[config.mk]
export PLATFORM = sky130hd
export DESIGN_NAME = ntt_pairwm_ctrl
export DESIGN_NICKNAME = d
export VERILOG_FILES = /design/src/rtl/ntt_pairwm_ctrl.sv
export SDC_FILE = /design/constraint.sdc
export NUM_CORES = 1
export LEC_CHECK = 0
export ABC_CLOCK_PERIOD_IN_PS = 2000
export BUFFER_PORTS_ARGS = -buffer_cell sky130_fd_sc_hd__buf_2
export CAP_MARGIN = 5
export CELL_PAD_IN_SITES_DETAIL_PLACEMENT = 2
export CELL_PAD_IN_SITES_GLOBAL_PLACEMENT = 2
export CORE_UTILIZATION = 33
export CTS_CLUSTER_DIAMETER = 80
export DETAILED_ROUTE_END_ITERATION = 12
export GPL_ROUTABILITY_DRIVEN = 0
export PLACE_DENSITY_LB_ADDON = 0.1
export RECOVER_POWER = 100
export SYNTH_ARGS = -nofsm -noshare
export SYNTH_HDL_FRONTEND = slang
export SYNTH_SLANG_ARGS = --single-unit
[constraint.sdc]
create_clock -name clk -period 2 [get_ports clk]
set_input_delay 0.1 -clock clk [delete_from_list [all_inputs] [get_ports clk]]
set_output_delay 0.1 -clock clk [all_outputs]
set_load 0.01 [all_outputs]
[src/rtl/ntt_pairwm_ctrl.sv]
`default_nettype none
// ntt_pairwm_ctrl: issue/track sequencer for the MLKEM Karatsuba pairwise multiplier datapath.
// Rev 1.0 -- optional perf counters enabled by ABR_PWM_CTRL_PERF_CNT_EN.
module ntt_pairwm_ctrl #(
  parameter int NUM_PAIRS  = 128,
  parameter int ADDR_W     = 7,
  parameter int MEM_RD_LAT = 1,
  parameter int PWM_LAT    = 4
) (
  input  logic              clk,
  input  logic              reset_n,
  input  logic              zeroize,
  input  logic              start_i,
  input  logic              accumulate_i,
  input  logic              src_sampler_i,
  input  logic [ADDR_W-1:0] a_base_i,
  input  logic [ADDR_W-1:0] b_base_i,
  input  logic [ADDR_W-1:0] w_base_i,
  input  logic [ADDR_W-1:0] d_base_i,
  input  logic              sampler_valid_i,
  output logic              sampler_ready_o,
  output logic              a_rd_en_o,
  output logic              b_rd_en_o,
  output logic              w_rd_en_o,
  output logic [ADDR_W-1:0] a_rd_addr_o,
  output logic [ADDR_W-1:0] b_rd_addr_o,
  output logic [ADDR_W-1:0] w_rd_addr_o,
  output logic              zeta_rd_en_o,
  output logic [ADDR_W-1:0] zeta_addr_o,
  output logic              pwm_accumulate_o,
  output logic              wr_en_o,
  output logic [ADDR_W-1:0] wr_addr_o,
  output logic              busy_o,
  output logic              done_o
`ifdef ABR_PWM_CTRL_PERF_CNT_EN
  ,
  output logic [15:0]       stall_cnt_o,
  output logic [15:0]       cycle_cnt_o
`endif
);

  localparam int CNT_W = $clog2(NUM_PAIRS + 1);
  // One extra stage so the accumulate path (one cycle longer) can tap the last bit.
  localparam int VLD_W = MEM_RD_LAT + PWM_LAT + 1;
  localparam logic [CNT_W-1:0] LAST_PAIR = CNT_W'(NUM_PAIRS - 1);

  typedef enum logic [1:0] {
    S_IDLE  = 2'd0,
    S_ISSUE = 2'd1,
    S_DRAIN = 2'd2,
    S_DONE  = 2'd3
  } state_e;

  state_e            state_q, state_d;
  logic              acc_q, acc_d, src_q, src_d;
  logic [ADDR_W-1:0] a_base_q, a_base_d, b_base_q, b_base_d;
  logic [ADDR_W-1:0] w_base_q, w_base_d, d_base_q, d_base_d;
  logic [CNT_W-1:0]  issue_cnt_q, issue_cnt_d, wr_cnt_q, wr_cnt_d;
  logic [VLD_W-1:0]  vld_q, vld_d;
  logic              busy, issue, wr_fire, start_ok;
  logic [ADDR_W-1:0] pair_idx, wr_idx;

  assign busy     = (state_q == S_ISSUE) || (state_q == S_DRAIN);
  assign issue    = (state_q == S_ISSUE) && (!src_q || sampler_valid_i);
  assign wr_fire  = busy && (acc_q ? vld_q[VLD_W-1] : vld_q[VLD_W-2]);
  assign start_ok = (state_q == S_IDLE) && start_i;
  assign pair_idx = ADDR_W'(issue_cnt_q);
  assign wr_idx   = ADDR_W'(wr_cnt_q);

  always_comb begin
    state_d     = state_q;
    acc_d       = acc_q;
    src_d       = src_q;
    a_base_d    = a_base_q;
    b_base_d    = b_base_q;
    w_base_d    = w_base_q;
    d_base_d    = d_base_q;
    issue_cnt_d = issue_cnt_q;
    wr_cnt_d    = wr_cnt_q;
    vld_d       = {vld_q[VLD_W-2:0], issue};
    if (issue)   issue_cnt_d = issue_cnt_q + CNT_W'(1);
    if (wr_fire) wr_cnt_d    = wr_cnt_q + CNT_W'(1);
    case (state_q)
      S_IDLE: begin
        if (start_i) begin
          state_d     = S_ISSUE;
          acc_d       = accumulate_i;
          src_d       = src_sampler_i;
          a_base_d    = a_base_i;
          b_base_d    = b_base_i;
          w_base_d    = w_base_i;
          d_base_d    = d_base_i;
          issue_cnt_d = '0;
          wr_cnt_d    = '0;
          vld_d       = '0;
        end
      end
      S_ISSUE: if (issue && issue_cnt_q == LAST_PAIR) state_d = S_DRAIN;
      S_DRAIN: if (wr_fire && wr_cnt_q == LAST_PAIR) state_d = S_DONE;
      S_DONE:  state_d = S_IDLE;
      default: state_d = S_IDLE;
    endcase
    if (zeroize) begin
      state_d     = S_IDLE;
      acc_d       = 1'b0;
      src_d       = 1'b0;
      a_base_d    = '0;
      b_base_d    = '0;
      w_base_d    = '0;
      d_base_d    = '0;
      issue_cnt_d = '0;
      wr_cnt_d    = '0;
      vld_d       = '0;
    end
  end

  always_ff @(posedge clk or negedge reset_n) begin
    if (!reset_n) begin
      state_q     <= S_IDLE;
      acc_q       <= 1'b0;
      src_q       <= 1'b0;
      a_base_q    <= '0;
      b_base_q    <= '0;
      w_base_q    <= '0;
      d_base_q    <= '0;
      issue_cnt_q <= '0;
      wr_cnt_q    <= '0;
      vld_q       <= '0;
    end else begin
      state_q     <= state_d;
      acc_q       <= acc_d;
      src_q       <= src_d;
      a_base_q    <= a_base_d;
      b_base_q    <= b_base_d;
      w_base_q    <= w_base_d;
      d_base_q    <= d_base_d;
      issue_cnt_q <= issue_cnt_d;
      wr_cnt_q    <= wr_cnt_d;
      vld_q       <= vld_d;
    end
  end

  // Addresses are forced to zero whenever their strobe is low.
  assign sampler_ready_o  = issue && src_q;
  assign a_rd_en_o        = issue;
  assign b_rd_en_o        = issue && !src_q;
  assign w_rd_en_o        = issue && acc_q;
  assign zeta_rd_en_o     = issue;
  assign a_rd_addr_o      = a_rd_en_o ? a_base_q + pair_idx : '0;
  assign b_rd_addr_o      = b_rd_en_o ? b_base_q + pair_idx : '0;
  assign w_rd_addr_o      = w_rd_en_o ? w_base_q + pair_idx : '0;
  assign zeta_addr_o      = issue ? pair_idx : '0;
  assign wr_en_o          = wr_fire;
  assign wr_addr_o        = wr_fire ? d_base_q + wr_idx : '0;
  assign pwm_accumulate_o = busy && acc_q;
  assign busy_o           = busy;
  assign done_o           = (state_q == S_DONE);

`ifdef ABR_PWM_CTRL_PERF_CNT_EN
  logic [15:0] stall_cnt_q, stall_cnt_d, cycle_cnt_q, cycle_cnt_d;

  always_comb begin
    stall_cnt_d = stall_cnt_q;
    cycle_cnt_d = cycle_cnt_q;
    if (start_ok) begin
      stall_cnt_d = '0;
      cycle_cnt_d = '0;
    end else begin
      if ((state_q == S_ISSUE) && !issue && (stall_cnt_q != 16'hFFFF))
        stall_cnt_d = stall_cnt_q + 16'd1;
      if (busy && (cycle_cnt_q != 16'hFFFF))
        cycle_cnt_d = cycle_cnt_q + 16'd1;
    end
    if (zeroize) begin
      stall_cnt_d = '0;
      cycle_cnt_d = '0;
    end
  end

  always_ff @(posedge clk or negedge reset_n) begin
    if (!reset_n) begin
      stall_cnt_q <= '0;
      cycle_cnt_q <= '0;
    end else begin
      stall_cnt_q <= stall_cnt_d;
      cycle_cnt_q <= cycle_cnt_d;
    end
  end

  assign stall_cnt_o = stall_cnt_q;
  assign cycle_cnt_o = cycle_cnt_q;
`else
  logic unused_start_ok;
  assign unused_start_ok = start_ok;
`endif

endmodule
`default_nettype wire

; Yosys cells after proc, flatten, opt, wreduce, memory -nomap -nowiden
; Index checks and enable logic that the tools add are counted.
[word_totals]
regBits = 54
mem_bits_ro = 0
out_inout_bits = 44
n_memories = 0
mem_bits_rw = 0
in_bits = 35
latchBits = 0
[op_classes]
mul = 0
mux = 40
n_lt_le_gt_ge = 0
shift = 0
bitwise = 0
div = 0
addsub = 6
n_reduce_logical = 16
eq_ne = 8
[ops]
columns = operator, n
row1 = 7-bit two-way mux, 17
row2 = 8-bit two-way mux, 8
row3 = 7-bit adder, 4
row4 = 6-bit two-way mux, 3
row5 = 8-bit by 1-bit adder with 8-bit output (second input constant), 2
row6 = 8-bit by 7-bit equality test with 1-bit output (second input constant), 2
row7 = 1-bit logical AND, 8
row8 = 2-bit two-way mux, 4
row9 = 2-bit one-hot mux with 4 select lines, 1
row10 = 1-bit two-way mux, 7
row11 = 3-bit by 2-bit != test with 1-bit output (second input constant), 2
row12 = 2-bit equality test (second input constant), 2
row13 = 2-bit nonzero test, 2
row14 = 3-bit != test (second input constant), 1
row15 = 3-bit AND reduction, 1
row16 = 2-bit by 1-bit equality test with 1-bit output (second input constant), 1
row17 = 2-bit zero test, 1
row18 = 1-bit logical OR, 2
row19 = 2-bit AND reduction, 1
row20 = 1-bit zero test, 1

; Logic depth before layout (Yosys ltp)
; Gate-level depths: netlist (run 1).
[depth]
word_depth = 7
ltp_mapped = 9
ltp_nobuf = 8

; Least setup slack after synthesis (run 1)
; Ideal clock, no wire load.
[synth_timing]
kind = flip-flop to output port
start = reg issue_cnt_q[0]
end = out a_rd_addr_o[6]
stages_incl_launch_ff = 9
n_path_buf = 0
arrival_ps = 1703
required_time_ps = 1900
slack_ps = 197
path_cell_list = dfrtp_1 -> ha_1 -> inv_1 -> fa_1 -> nor2b_1 -> o31a_1 -> o21a_1 -> o211ai_1 -> a21bo_2
[synth_via]
elab_chain_cells = 2
[synth_rtl]
columns = element, line
row1 = from (decl), 58  ; logic [CNT_W-1:0] issue_cnt_q, issue_cnt_d, wr_cnt_q, wr_cnt_d;
row2 = from (signal assigned), 137  ; issue_cnt_q <= issue_cnt_d;
row3 = 7-bit adder, 149  ; assign a_rd_addr_o = a_rd_en_o ? a_base_q + pair_idx : '0;
row4 = 7-bit two-way mux, 149
row5 = to (decl), 25  ; output logic [ADDR_W-1:0] a_rd_addr_o,
; Every way passes these cells.

; Final worst setup path (run 1)
[layout_timing]
start = reg d_base_q[0]
end = out wr_addr_o[6]
[layout_via]
elab_chain_cells = 2
[layout_rtl]
columns = element, line
row1 = from (decl), 57  ; logic [ADDR_W-1:0] w_base_q, w_base_d, d_base_q, d_base_d;
row2 = from (signal assigned), 136  ; d_base_q <= d_base_d;
row3 = 7-bit adder, 154  ; assign wr_addr_o = wr_fire ? d_base_q + wr_idx : '0;
row4 = 7-bit two-way mux, 154
row5 = to (decl), 32  ; output logic [ADDR_W-1:0] wr_addr_o,
; Every way passes these cells.

==> results of run 1 <==
sequential cells by signal, summed over array words and instances, names as in the netlist:
name         flops
a_base_q         7
acc_q            1
b_base_q         7
d_base_q         7
issue_cnt_q      8
src_q            1
state_q          2
vld_q            6
w_base_q         7
wr_cnt_q         8
layout make-up:
class / instances / area, sq um
fill: 1086 / 5037
timing repair buffer: 171 / 1212
multi-input combinational: 265 / 2306
inverter: 22 / 85.08
sequential: 54 / 1358
tap: 136 / 170.2
clock inverter: 3 / 40.04
clock buffer: 5 / 68.82
stage by stage:
stage          utilization [%]  TNS [ps]  worst slack [ps]  instance area, sq um
2_1_floorplan                -         0             197.2                  3473
3_3_place_gp             41.12         0             46.55                  4227
3_5_place_dp             41.12    -52.86            -29.87                  4227
4_1_cts                  48.27     -2890            -352.7                  4961
5_1_grt                  50.99     -9046            -526.1                  5240
6_report                 50.99     -4150            -426.5                  5240
report_power, final:
group | leakage, uW | switching, uW | internal (uW)
Clock | 0.0000579 | 413 | 370
Combinational | 0.00164 | 943 | 690
Sequential | 0.000729 | 140 | 1240
kinds of logic (layout without fill, tap and decap cells):
logic type               count (synthesis)  after routing  synth area share, %
flip-flops                              54             54                38.91
XOR/XNOR                                19             19                4.791
AND/OR/NAND/NOR                        126            126                19.71
AO/OA/AOI/OAI                           83             83                18.19
multiplexers                             2              2               0.5764
buffers and inverters                   36            201                4.359
adder cells (fa/ha/maj)                 35             35                13.47
routing by layer:
layer	global-route usage, %	routed length, microns	up-vias
met3	5.303	378	16
li1	-	-	1590
met1	30.43	5953	1746
met5	0	0	-
met4	5.835	218	0
met2	41.49	7278	62
worst min path at each step:
stage                             end  slack (ps)  cells past startpoint
after floorplan           a_base_q[0]        -200                      0
after global placement    a_base_q[5]         290                      2
after detailed placement  a_base_q[5]         290                      2
after CTS                  state_q[0]         140                      3
after global routing       state_q[0]         170                      3
final                      state_q[0]         160                      3
layout by cell type, fill, tap and decap left out, types with 4 or more instances in the layout:
| master | count |
|---|---|
| nand3_1 | 9 |
| nor2_1 | 34 |
| nand4_1 | 4 |
| dlygate4sd3_1 | 32 |
| ha_2 | 5 |
| clkbuf_8 | 5 |
| xor2_1 | 8 |
| nor3_2 | 7 |
| o211ai_1 | 5 |
| nand2b_1 | 5 |
| o21a_1 | 6 |
| xnor2_1 | 11 |
| buf_6 | 14 |
| buf_4 | 40 |
| fa_2 | 4 |
| ha_1 | 17 |
| a22o_1 | 25 |
| dfrtp_1 | 49 |
| o21ai_2 | 4 |
| dfrtp_2 | 5 |
| inv_1 | 14 |
| buf_2 | 73 |
| o21ai_0 | 5 |
| a21oi_2 | 6 |
| and2_1 | 10 |
| nand2_1 | 16 |
| clkbuf_1 | 7 |
| a21o_1 | 4 |
| ha_4 | 9 |
| nor2b_1 | 5 |
| inv_2 | 7 |
timing repair:
| item | in CTS | in global routing |
|---|---|---|
| endpoints found under the hold margin | 86 | 0 |
| setup endpoints to repair | 20 | 22 |
| hold buffers | 32 | 0 |
| setup buffers | 14 | 15 |
| gates resized for setup | 47 | 54 |
| pin swaps | 14 | 13 |
critical path, cell delays in order, from the launching register on:
cell,delay [ps]
dfrtp_1,420
ha_4,190
inv_2,60
fa_2,230
nor2b_4,60
o31a_1,280
o21a_1,200
o211ai_1,160
a21bo_2,260
buf_6,130
==> reports/metrics.yaml, run 1 <==
outcome: "finished with violations"
violations: "negative setup slack"
setup_viol: 29
synth_top_area_cell: "dfrtp_1"
synthToLayoutAreaGrowth_pct: 50.86
r2r_setup_slack_ps: 10
ir_drop_mv: 0.4180
startpoint_type: "register"
power_density_nw_per_um2: 723.6
synthCells: 355
maxSlewHeadroom_pct: 4.010
endpoint_kind: "output port"
cts_made_buffers: 5
fp.coreArea_sq_um: 10280
portBuffers: 78
ant_nets: 0
grt_pass1_wl_mm: 20.31
io_pins: 79
critPathArrivalTime_ps: 2330
grt_pass1_vias: 3757
reg2reg_to: "wr_cnt_q[2]"
routedWlPerCell_microns: 21.08
rr_worst_depth: 9
worstReg2RegStart: "state_q[0]"
finalPower_uw: 3792
vias: 3414
clock-sinks: 54
finalCriticalPeriod_ps: 2426
grt_setup_unrepaired: "yes"
antenna_found_initial: 0
clk_path_buf_depth: 2
async_flop_share_pct: 100.0
overflow: 0
final_nets: 589
first_iter_violations: 91
fin_hold_ws_ps: 157.0
cp_data_required_time_ps: 1900
dr.pass1.iters: 4
synth_cell_types: 54
crit_end: "wr_addr_o[6]"
drt_drc_violations_left: 0
dieArea_sq_um: 10940
cp_max_fo: 2
skew_ps: 8.818
routed_wl_mm: 13.83
grt_max_degree: 55
synth_most_common_cell: "dfrtp_1"
hold_viol_final: 0
tightest_slew_ps: 1440
power_leakage_uw: 0.002427
setup_ws_ps: -426.5
max-cap-violations: 0
synth_seq_area_share_pct: 38.90
synth_top_flop_cell: "dfrtp_1"
hpwl_mm: 8.286
dp_cells: 589
synth_area_leaders: "dfrtp_1 (39%), ha_1 (11%), a22o_1 (6.3%), nor2_1 (3.9%), xnor2_1 (2.8%)"
rows: 37
start_util_pct: 33.80
yosys.area.top_type_share_pct: 38.90
dieHeight_microns: 104.6
final_layout_size_suffix_gt1_share_pct: 41.92
report.final.slew_viol_count: 0
insertedDiodeCount: 0
ctsHtreeMaxLevel: 2
synth-seq-cells: 54
hold_class: "input pin to register"
avgSynthCellArea_sq_um: 9.784
synth_edf_count: 0
stdcell_count: 656
grt_use_total_pct: 24.02
yosys-top-cells-count: "dfrtp_1 (54), nor2_1 (36), ha_1 (31)"
cts_tree: "yes"
path_clk_slew_ps: 100
die_x_microns: 104.6
root_buffer: "clkbuf_8"
worstSetupPathType: "register to output port"
clkLatencyLatePin_ps: 340
finalCritPeriodShare_pct: 121.3
netlist_area_sq_um: 3473
worstHoldStart: "start_i"
fmax_mhz: 412.1
via_per_inst: 5.204
critical_path.startpoint: "d_base_q[0]"
syn-num-nets: 425
ys_warn_count: 0
(Power assumes the default switching activity.)
==> run 2, diff against run 1 <==
--- a/config.mk
+++ b/config.mk
@@ -10,7 +10,8 @@
 export CAP_MARGIN = 5
 export CELL_PAD_IN_SITES_DETAIL_PLACEMENT = 2
 export CELL_PAD_IN_SITES_GLOBAL_PLACEMENT = 2
-export CORE_UTILIZATION = 33
+export CORE_UTILIZATION = 34
+export CTS_BUF_LIST = sky130_fd_sc_hd__clkbuf_2 sky130_fd_sc_hd__clkbuf_4 sky130_fd_sc_hd__clkbuf_8
 export CTS_CLUSTER_DIAMETER = 80
 export DETAILED_ROUTE_END_ITERATION = 12
 export GPL_ROUTABILITY_DRIVEN = 0
==> run 2 against run 1 <==
  * The flow finishes with violations (negative hold slack, negative setup slack)
  * Register-to-register slack got worse by 220 ps
  * Power rose by 3.2%
  * Utilization grew 1.0 points
  * Sequential share of layout area up 0.67 points
==> reports/metrics.yaml, run 2 (synthesis results as in run 1) <==
most-common-layout-cells: "buf_2 (71), dfrtp_1 (49), buf_4 (43), nor2_1 (32), a22o_1 (25)"
hpwl_mm: 8.587
root_buffer: "clkbuf_8"
grt_pass1_vias: 3687
start_util_pct: 35.37
ctsHtreeMaxLevel: 2
grt_use_total_pct: 26.57
finalCriticalPeriod_ps: 2429
outcome: "finished with violations"
setup_ws_ps: -429.1
hold_class: "input pin to register"
max-cap-violations: 0
routedWlPerCell_microns: 24.86
r2r_setup_slack_ps: -210
cts_tree: "yes"
portBuffers: 78
synthToLayoutAreaGrowth_pct: 47.08
tightest_slew_ps: 1385
clkLatencyLatePin_ps: 330
fp.coreArea_sq_um: 9819
critPathArrivalTime_ps: 2330
grt_max_degree: 33
worstHoldStart: "w_base_i[4]"
rr_worst_depth: 9
routed_wl_mm: 15.74
dieArea_sq_um: 10620
cp_data_required_time_ps: 1900
dieHeight_microns: 103.1
path_clk_slew_ps: 110
final_util_pct: 52.03
reg2reg_to: "issue_cnt_q[5]"
whs_endpoint: "w_base_q[4]"
insertedDiodeCount: 0
report.final.slew_viol_count: 0
ant_nets: 0
final_common_cell: "buf_2"
hold_viol_final: 9
die_x_microns: 103.1
grt_setup_unrepaired: "yes"
io_pins: 79
skew_ps: 11.05
clk_path_buf_depth: 2
fmax_mhz: 411.7
dr.pass1.iters: 6
power_leakage_uw: 0.002375
drt_drc_violations_left: 0
via_per_inst: 5.523
power_density_nw_per_um2: 765.7
fill_cells: 1072
fin_hold_ws_ps: -22.59
setup_viol: 39
cts_made_buffers: 5
worstSetupPathType: "register to output port"
startpoint_type: "register"
maxSlewHeadroom_pct: 7.681
grt_pass1_wl_mm: 20.73
cp_max_fo: 2
endpoint_kind: "output port"
post-place-ws_ps: -38.28
finalCritPeriodShare_pct: 121.5
violations: "negative hold slack, negative setup slack"
antenna_found_initial: 0
rows: 36
overflow: 0
finalPower_uw: 3912
ir_drop_mv: 0.6328
hold_path_depth: 2
final_nets: 569
worstReg2RegStart: "state_q[1]"
first_iter_violations: 106
final_layout_size_suffix_gt1_share_pct: 45.40
vias: 3496
largestRegisters: "issue_cnt_q: 8 flops, wr_cnt_q: 8 flops"
clock-sinks: 54
==> run 2: how the worst max path moves through the flow <==
stage	from	end	slack [ps]	depth (start not counted)
6_report	d_base_q[0]	wr_addr_o[6]	-430	9
5_1_grt	d_base_q[0]	wr_addr_o[6]	-520	9
4_1_cts	issue_cnt_q[2]	a_rd_addr_o[6]	-360	7
3_5_place_dp	issue_cnt_q[0]	a_rd_addr_o[6]	-40	9
3_3_place_gp	issue_cnt_q[2]	a_rd_addr_o[6]	40	7
2_1_floorplan	issue_cnt_q[0]	a_rd_addr_o[6]	200	8
==> run 2: power breakdown <==
part           total (uW)  switching (uW)  leakage, uW  internal [uW]
Clock                 694             414    0.0000472            280
Sequential           1390             151     0.000729           1240
Combinational        1830            1040      0.00160            790
==> run 2: area by class of cell <==
| cell class | instances | area [sq um] | area share (%) |
|---|---|---|---|
| Clock buffer | 6 | 82.58 | 1.616 |
| Clock inverter | 2 | 12.51 | 0.2449 |
| Inverter | 22 | 92.59 | 1.812 |
| Multi-Input combinational cell | 265 | 2369 | 46.36 |
| Sequential cell | 54 | 1358 | 26.57 |
| Tap cell | 133 | 166.4 | 3.257 |
| Timing Repair Buffer | 151 | 1028 | 20.13 |
==> run 2: through the flow <==
| step | setup TNS, ps | area (sq um) | instances |
|---|---|---|---|
| CTS | -2590 | 4838 | 620 |
| finish | -6346 | 5109 | 633 |
| detailed placement | -80.01 | 4210 | 581 |
| global placement | 0 | 4210 | 581 |
| floorplan | 0 | 3473 | 355 |
| global route | -13260 | 5109 | 633 |
==> run 2: metal layers <==
layer / track usage (%) / wire, microns / up-vias
met5: 0 / 0 / -
met4: 6.501 / 495 / 0
met3: 2.644 / 447 / 29
met2: 48.82 / 8523 / 97
met1: 33.35 / 6272 / 1823
li1: - / - / 1547
==> run 2: worst max-delay path, cell delays in order, from the launching register on <==
cell and delay [ps]:
dfrtp_1 400, ha_2 220, inv_2 70, fa_2 210, nor2b_2 60, o31a_1 300
o21a_1 220, o211ai_1 160, a21bo_2 250, buf_6 120
==> run 2: timing repair <==
action,CTS,global route
setup endpoints to repair,21,29
buffers inserted,27,17
hold buffers,5,3
hold endpoints to repair,26,3
pin swaps,18,16
resized for setup,58,55
==> run 3, diff against run 2 <==
--- a/config.mk
+++ b/config.mk
@@ -5,12 +5,12 @@
 export SDC_FILE = /design/constraint.sdc
 export NUM_CORES = 1
 export LEC_CHECK = 0
-export ABC_CLOCK_PERIOD_IN_PS = 2000
-export BUFFER_PORTS_ARGS = -buffer_cell sky130_fd_sc_hd__buf_2
+export ABC_CLOCK_PERIOD_IN_PS = 2840
+export BUFFER_PORTS_ARGS = -buffer_cell sky130_fd_sc_hd__buf_4
 export CAP_MARGIN = 5
 export CELL_PAD_IN_SITES_DETAIL_PLACEMENT = 2
 export CELL_PAD_IN_SITES_GLOBAL_PLACEMENT = 2
-export CORE_UTILIZATION = 34
+export CORE_UTILIZATION = 35
 export CTS_BUF_LIST = sky130_fd_sc_hd__clkbuf_2 sky130_fd_sc_hd__clkbuf_4 sky130_fd_sc_hd__clkbuf_8
 export CTS_CLUSTER_DIAMETER = 80
 export DETAILED_ROUTE_END_ITERATION = 12
==> constraint.sdc (replaced) <==
create_clock -name clk -period 2.84 [get_ports clk]
set_input_delay 0.142 -clock clk [delete_from_list [all_inputs] [get_ports clk]]
set_output_delay 0.142 -clock clk [all_outputs]
set_load 0.01 [all_outputs]
==> run 3 against run 2 <==
  * The run now ends clean
  * Setup slack gained 590 ps
  * Largest power group is now sequential cells
  * Critical path type unchanged
  * Non-clock buffer count down 69
  * Sequential share of layout area rose by 6.0 points
  * First-iteration DRC count up 18%
  * Clock power is 20% lower
  * Design area is 19% lower
  * Highest routed layer unchanged
  * Clock skew fell by 7.5 ps
  * Worst hold slack improved by 28 ps
  * Sequential power decreased by 31%
==> reports/metrics.yaml, run 3 (synthesis results as in run 1) <==
outcome: "finished clean"
grt_setup_unrepaired: "no"
routed_wl_mm: 10.88
fmax_mhz: 373.8
grt_pass1_vias: 3352
power_density_nw_per_um2: 562.8
clock-sinks: 54
met3_usage_pct: 2.346
cp_max_fo: 16
start_util_pct: 36.89
grt_pass1_wl_mm: 17.42
most-common-layout-cells: "dfrtp_1 (54), buf_4 (44), nor2_1 (36), clkbuf_1 (35), ha_1 (31)"
cp_data_required_time_ps: 2700
tightest_slew_ps: 1457
fill_cells: 1076
post-place-ws_ps: 452.5
setup_viol: 0
routedWlPerCell_microns: 19.43
via_per_inst: 5.375
multi_input_area_sq_um: 1951
antenna_found_initial: 0
cts_made_buffers: 5
vias: 3010
setup_ws_ps: 164.6
regArea_sq_um: 1351
grt_use_total_pct: 22.11
stdcell_count: 560
critPathArrivalTime_ps: 2530
hpwl_mm: 8.099
hold_viol_final: 0
synthToLayoutAreaGrowth_pct: 19.31
hold_class: "input pin to register"
crit_buf_inv: 3
ant_nets: 0
first_iter_violations: 125
skew_ps: 3.603
power_leakage_uw: 0.001875
max-cap-violations: 0
fp.coreArea_sq_um: 9415
finalCritPeriodShare_pct: 94.21
root_buffer: "clkbuf_8"
dieHeight_microns: 101.6
top_usage_layer: "met2"
final_nets: 500
largestRegisters: "issue_cnt_q: 8 flops, wr_cnt_q: 8 flops"
finalCriticalPeriod_ps: 2675
overflow: 0
cp_top_family: "simple AND/OR/NAND/NOR gates"
final_layout_size_suffix_gt1_share_pct: 15.55
ctsHtreeMaxLevel: 2
final_common_cell: "dfrtp_1"
cp_cell_sequence: "inv_1 > ha_1 > nand2b_1 > inv_4 > nand2_2 > nor4b_1 > a211o_1 > buf_4"
rows: 35
use_met1_pct: 29.83
path_clk_slew_ps: 110
dieArea_sq_um: 10330
crit_path_max_incr_delay_ps: 430
maxSlewHeadroom_pct: 2.867
die_x_microns: 101.6
portBuffers: 78
finalPower_uw: 2332
ir_drop_mv: 0.2974
endpoint_kind: "output port"
dr.pass1.iters: 4
tns_ps: 0
report.final.slew_viol_count: 0
cts_tree: "yes"
startpoint_type: "register"
worstSetupPathType: "register to output port"
clkLatencyLatePin_ps: 320
crit_slowest_cell: "dfrtp_1"
dp_cells: 551
insertedDiodeCount: 0
final_util_pct: 44.01
drt_drc_violations_left: 0
use_met2_pct: 38.67
grt_max_degree: 55
clk_path_buf_depth: 2
io_pins: 79
run 3: path summary, 6_finish.rpt:
| check | from | end | slack [ps] | cells after the start |
|---|---|---|---|---|
| setup reg to reg | state_q[0] | w_base_q[1] | 360 | 7 |
| max in group asynchronous | reset_n | wr_cnt_q[4] | 1260 | 2 |
| hold / removal | zeroize | state_q[1] | 6 | 2 |
| hold reg to reg | vld_q[0] | vld_q[1] | 460 | 1 |
| setup / recovery | state_q[1] | w_rd_addr_o[5] | 160 | 8 |
| min in group asynchronous | reset_n | a_base_q[3] | 700 | 2 |
run 3: final cells by class:
cell class                      instances  area share, %
Clock buffer                            6          1.842
Clock inverter                          2         0.9058
Inverter                               22          2.053
Multi-Input combinational cell        265          47.07
Sequential cell                        54          32.61
Tap cell                              129          3.895
Timing Repair Buffer                   82          11.62
run 3: worst register-to-register path, cell delays in order, from the launching register on:
cell and delay, ps:
dfrtp_1 430, inv_1 100, ha_1 220, nand2_1 100, nor2_1 770, clkbuf_2 570
nand2_1 100, o21ai_0 100
run 3: power by group:
part / switching (uW) / internal [uW] / total [uW]
combinational: 522 / 300 / 821
sequential: 84.4 / 870 / 954
clock: 283 / 274 / 557
total: 889 / 1440 / 2330
run 3: per-layer routing:
layer,part of all wire (%),vias up
li1,-,1413
met1,46,1538
met2,50,53
met3,3.2,6
met4,0.67,0
met5,0,-
run 3: metrics by stage:
stage / area [sq um] / hold slack [ps]
floorplan: 3473 / -153.6
global placement: 4193 / 256.3
detailed placement: 4193 / 257.0
CTS: 4317 / 18.35
global route: 4144 / 11.79
finish: 4144 / 5.588
run 3: what timing repair did:
action,CTS,global route
setup endpoints to repair,0,1
gates resized for setup,0,1
hold buffers,1,0
setup buffers,0,0
hold endpoints to repair,54,0
